`src/rtl/dlx_pkg.sv`:
```
// Shared definitions for the DLX writeback stage: load size encodings,
// writeback state enum and register index width.
package dlx_pkg;

  localparam int NREG_W = 5;

  localparam logic [1:0] LS_BYTE = 2'b00;
  localparam logic [1:0] LS_HALF = 2'b01;
  localparam logic [1:0] LS_WORD = 2'b10;

  typedef enum logic {
    IDLE,
    LOAD_WAIT
  } wb_state_t;

endpackage

```
`src/rtl/dlx_load_align.sv`:
```
// Big-endian lane selection and zero/sign extension of a data-memory read word,
// with detection of loads whose address is not naturally aligned.
module dlx_load_align
  import dlx_pkg::*;
(
  input  logic [31:0] rdata,
  input  logic [1:0]  size,
  input  logic        sgn,
  input  logic [1:0]  addr_lo,
  output logic [31:0] value,
  output logic        misaligned
);

  logic signed [7:0]  lane_b;
  logic signed [15:0] lane_h;

  always_comb begin
    // Byte 0 sits in the most significant lane.
    case (addr_lo)
      2'd0:    lane_b = rdata[31:24];
      2'd1:    lane_b = rdata[23:16];
      2'd2:    lane_b = rdata[15:8];
      default: lane_b = rdata[7:0];
    endcase
    lane_h = addr_lo[1] ? rdata[15:0] : rdata[31:16];

    value      = '0;
    misaligned = 1'b0;
    case (size)
      LS_BYTE: value = sgn ? {{24{lane_b[7]}}, lane_b} : {24'b0, lane_b};
      LS_HALF: begin
        value      = sgn ? {{16{lane_h[15]}}, lane_h} : {16'b0, lane_h};
        misaligned = addr_lo[0];
      end
      LS_WORD: begin
        value      = rdata;
        misaligned = |addr_lo;
      end
      default: misaligned = 1'b1;
    endcase
  end

endmodule

```
`src/rtl/dlx_writeback.sv`:
```
// DLX writeback stage: retires ALU results and load responses into the register
// file write port, one write pulse per instruction, and counts retirements.
module dlx_writeback
  import dlx_pkg::*;
#(
  parameter int DW = 32
) (
  input  logic              clk,
  input  logic              reset_n,
  input  logic              in_valid,
  output logic              in_ready,
  input  logic [NREG_W-1:0] in_rd,
  input  logic              in_wen,
  input  logic              in_load,
  input  logic [1:0]        in_size,
  input  logic              in_signed,
  input  logic [1:0]        in_addr_lo,
  input  logic [DW-1:0]     in_result,
  input  logic              dmem_rvalid,
  input  logic [DW-1:0]     dmem_rdata,
  output logic              WB,
  output logic [NREG_W-1:0] Rd,
  output logic [DW-1:0]     reg_s,
  output logic              misalign,
  output logic [31:0]       retired
);

  wb_state_t         state;
  logic [NREG_W-1:0] ld_rd_p1;
  logic              ld_wen_p1;
  logic [1:0]        ld_size_p1;
  logic              ld_sgn_p1;
  logic [1:0]        ld_addr_p1;
  logic [DW-1:0]     ld_value;
  logic              ld_misaligned;

  dlx_load_align u_align (
    .rdata      (dmem_rdata),
    .size       (ld_size_p1),
    .sgn        (ld_sgn_p1),
    .addr_lo    (ld_addr_p1),
    .value      (ld_value),
    .misaligned (ld_misaligned)
  );

  assign in_ready = (state == IDLE);

  always_ff @(posedge clk or negedge reset_n) begin
    if (!reset_n) begin
      state      <= IDLE;
      WB         <= 1'b0;
      Rd         <= '0;
      reg_s      <= '0;
      misalign   <= 1'b0;
      retired    <= '0;
      ld_rd_p1   <= '0;
      ld_wen_p1  <= 1'b0;
      ld_size_p1 <= LS_BYTE;
      ld_sgn_p1  <= 1'b0;
      ld_addr_p1 <= '0;
    end else begin
      WB       <= 1'b0;
      misalign <= 1'b0;
      case (state)
        IDLE: begin
          if (in_valid) begin
            if (in_load) begin
              ld_rd_p1   <= in_rd;
              ld_wen_p1  <= in_wen;
              ld_size_p1 <= in_size;
              ld_sgn_p1  <= in_signed;
              ld_addr_p1 <= in_addr_lo;
              state      <= LOAD_WAIT;
            end else begin
              // Rd/reg_s only move when a write actually happens.
              if (in_wen && (in_rd != '0)) begin
                WB    <= 1'b1;
                Rd    <= in_rd;
                reg_s <= in_result;
              end
              retired <= retired + 32'd1;
            end
          end
        end
        LOAD_WAIT: begin
          if (dmem_rvalid) begin
            if (ld_misaligned) begin
              misalign <= 1'b1;
            end else if (ld_wen_p1 && (ld_rd_p1 != '0)) begin
              WB    <= 1'b1;
              Rd    <= ld_rd_p1;
              reg_s <= ld_value;
            end
            retired <= retired + 32'd1;
            state   <= IDLE;
          end
        end
        default: state <= IDLE;
      endcase
    end
  end

endmodule

```
`config.mk`:
```
export PLATFORM = sky130hd
export DESIGN_NAME = dlx_writeback
export DESIGN_NICKNAME = d
export VERILOG_FILES = /design/src/rtl/dlx_pkg.sv /design/src/rtl/dlx_load_align.sv /design/src/rtl/dlx_writeback.sv
export SDC_FILE = /design/constraint.sdc
export NUM_CORES = 1
export LEC_CHECK = 0
export CORE_MARGIN = 5
export CORE_UTILIZATION = 40
export CTS_CLUSTER_DIAMETER = 30
export CTS_CLUSTER_SIZE = 30
export DETAILED_ROUTE_END_ITERATION = 7
export MAX_ROUTING_LAYER = met4
export PLACE_DENSITY = 0.71
export SLEW_MARGIN = 20
export SYNTH_ARGS = -nofsm -noshare
export SYNTH_HDL_FRONTEND = slang
export SYNTH_SLANG_ARGS = --single-unit
```
`constraint.sdc`:
```
create_clock -name clk -period 2.7 [get_ports clk]
set_input_delay 0.405 -clock clk [delete_from_list [all_inputs] [get_ports clk]]
set_output_delay 0.405 -clock clk [all_outputs]
set_load 0.02 [all_outputs]
```
==> flow_summary_export.csv <==
group,metric,value,unit
outcome,status,"completed",
synth,ys_seq_area_share,44.0,%
floorplan,die_width,119,µm
timing,report.final.hold_viol_count,0,
timing,slew_headroom,39.8,%
critical_path,rrSetupSlack,0.37,ns
layout,drive_above_1_share,12.5,%
layout,syn2layout_area_growth,41.0,%
critical_path,startpoint_type,"register",
timing,whs,0.0174,ns
layout,layout_common_cells,"150 x clkdlybuf4s50_1, 83 x dfrtp_1, 45 x nand2_1",
power,p_sw,1.96,mW
route,viasPerCell,5.84,
job,cap_violations,0,
clock_tree,cts_tree,"done",
timing,period_minus_slack,2.38,ns
worst_hold_path,min_path_type,"input pin to async pin",
power,powerDensity,802,nW/µm²
critical_path,r2r-end,"reg_s[10]$_DFFE_PN0P_",
power,p_leak,2.80,nW
route,wire_per_inst,20.4,µm
placed_design,dpl.hpwl,10.9,mm
placed_design,io_buffer_count,151,
power,p_int,3.38,mW
timing,skew,0.00854,ns
layout,nets,677,
synth,async_reset_ff_share,100,%
synth,synthFlopType,"dfrtp_1",
synth,syn_avg_cell_area,10.2,µm²
critical_path,required,2.30,ns
synth,synth_area,4720,µm²
route,vias,4343,
critical_path,r2r_cells,4,
critical_path,arrival,1.98,ns
global_routing,gr-total-overflow,0,
clock_tree,cts-root-buf,"clkbuf_16",
critical_path,critPathKind,"register to output port",
clock_tree,cts-htree-levels,3,
layout,final_common_cell,"clkdlybuf4s50_1",
clock_tree,cts_buffer_depth,2,
floorplan,io_pins,152,
layout,diodes,0,
timing,setup_viol,0,
floorplan,start_util,41.1,%
clock_tree,cts_hold_buf,0,
route,antenna_left,0,
synth,syn_inst,463,
clock_tree,cts-resized-gates,0,
route,drtIter0Drc,305,
global_routing,grt_max_degree,51,
route,routed_wl,15.1,mm
route,drc,0,
critical_path,reg2reg_from,"ld_size_p1[1]$_DFFE_PN0P_",
power,ir_drop,0.448,mV
timing,fmaxAchievable,420,MHz
clock_tree,clk_latency,0.34,ns
clock_tree,path_clk_slew,0.07,ns
floorplan,coreArea,11500,µm²
synth,synth_edf_count,0,
power,power,5.34,mW
critical_path,cp-end-kind,"output port",
synth,ys_types,46,
floorplan,num_rows,39,
floorplan,fp.dieH,119,µm
synth,ys_warn_count,0,
power,clkPwrFrac,23.9,%
critical_path,cp_max_fo,18,
power,pwr-share-comb,40.9,%
global_routing,grt_pass1_vias,4582,
placed_design,gp_congestion,0.850,
global_routing,grt_pass1_wl,24.3,mm
clock_tree,cts.sinks,83,
global_routing,track_usage,21.6,%
global_routing,antenna_found_initial,0,
power,seq_power_share,35.1,%
clock_tree,postCtsSetupRepairBufs,0,
timing,layout_worst_path_cycle_share,88.2,%
floorplan,die_area,14100,µm²
synth,syn-num-nets,544,
timing,tightest_slew,0.903,ns
timing,rsz0062_at_grt,"false",
power,swShare,36.7,%
route,first_pass_iters,4,
timing,tns,0,ns
synth,synth_seq_cells,83,
timing,drv_slew,0,
clock_tree,numCtsBuffers,9,
[synth_stat cells, types with 5 or more instances]
cell	instances	area, µm²
dfrtp_1	83	2080
nand2_1	45	169
a211oi_1	32	240
a31oi_1	32	200
clkbuf_1	28	105
mux2_2	26	293
xor2_1	22	193
and2_1	17	106
mux2i_1	16	160
o31ai_1	16	120
o2bb2ai_1	15	131
nor3_1	11	55.1
nand3_1	10	50.1
nor4_1	10	62.6
o21ai_0	10	50.1
xnor2_1	9	78.8
o221a_2	8	90.1
inv_1	7	26.3
o221ai_1	7	61.3
buf_2	6	30.0
nor2_1	6	22.5
and4_1	5	43.8
[flip-flops by register name, indices dropped and copies added, names as in the netlist]
name	cells
WB	1
reg_s	32
ld_size_p1	2
ld_wen_p1	1
ld_sgn_p1	1
misalign	1
state	1
ld_addr_p1	2
retired	32
ld_rd_p1	5
Rd	5
[worst max-delay path, cell delays in order, from the launching register on]
cell	delay, ns
dfrtp_1	0.61
clkinv_1	0.20
buf_4	0.25
clkdlybuf4s50_1	0.56
[power groups by stage]
stage                     Combinational, mW  Sequential [mW]  Clock, mW
final                                  2.18             1.87       1.28
after global routing                   2.33             1.91       1.35
after CTS                              2.20             1.87       1.30
after detailed placement               2.19             1.89          0
after global placement                 2.15             1.87          0
after floorplan                       0.855             2.17          0
[worst max path at each step]
stage | startpoint | to
2_1_floorplan | ld_rd_p1[2]$_DFFE_PN0P_ | Rd[0]$_DFFE_PN0P_
3_3_place_gp | dmem_rdata[15] | reg_s[29]$_DFFE_PN0P_
3_5_place_dp | dmem_rdata[15] | reg_s[28]$_DFFE_PN0P_
4_1_cts | state$_DFF_PN0_ | in_ready
5_1_grt | ld_size_p1[1]$_DFFE_PN0P_ | reg_s[8]$_DFFE_PN0P_
6_report | state$_DFF_PN0_ | in_ready
[stage by stage]
stage                     setup WS [ns]  utilization (%)  area, µm²  cells
final                             0.319             58.0       6650    744
after global routing              0.154             58.0       6650    744
after CTS                         0.296             57.9       6640    744
after detailed placement          0.125             55.3       6340    728
after global placement            0.224             55.3       6340    728
after floorplan                   0.822                -       4720    463
[metal layers]
metal | vias to the layer above | part of all wire, % | GRT usage (%)
li1 | 2017 | - | -
met1 | 2115 | 44 | 27.9
met2 | 188 | 48 | 33.7
met3 | 23 | 6.7 | 4.82
met4 | 0 | 2.0 | 7.37
met5 | - | 0 | -
[area by class of cell]
| type | count | area (µm²) |
|---|---|---|
| clock inverter | 7 | 81.3 |
| clock buffer | 9 | 225 |
| fill | 985 | 4820 |
| timing repair buffer | 165 | 1630 |
| inverter | 8 | 30.0 |
| tap | 143 | 179 |
| sequential | 83 | 2080 |
| multi-input combinational | 329 | 2430 |
[kinds of logic after synthesis]
kind of cell / share of synthesized area [%]
adders and majority gates: 0.265
xor gates and xnor gates: 5.76
buffers and inverters: 4.93
AOI/OAI and AO/OA: 20.6
and+or+nand+nor: 13.0
DFF: 44.0
muxes: 11.4
Power figures use the tool's default switching activity.
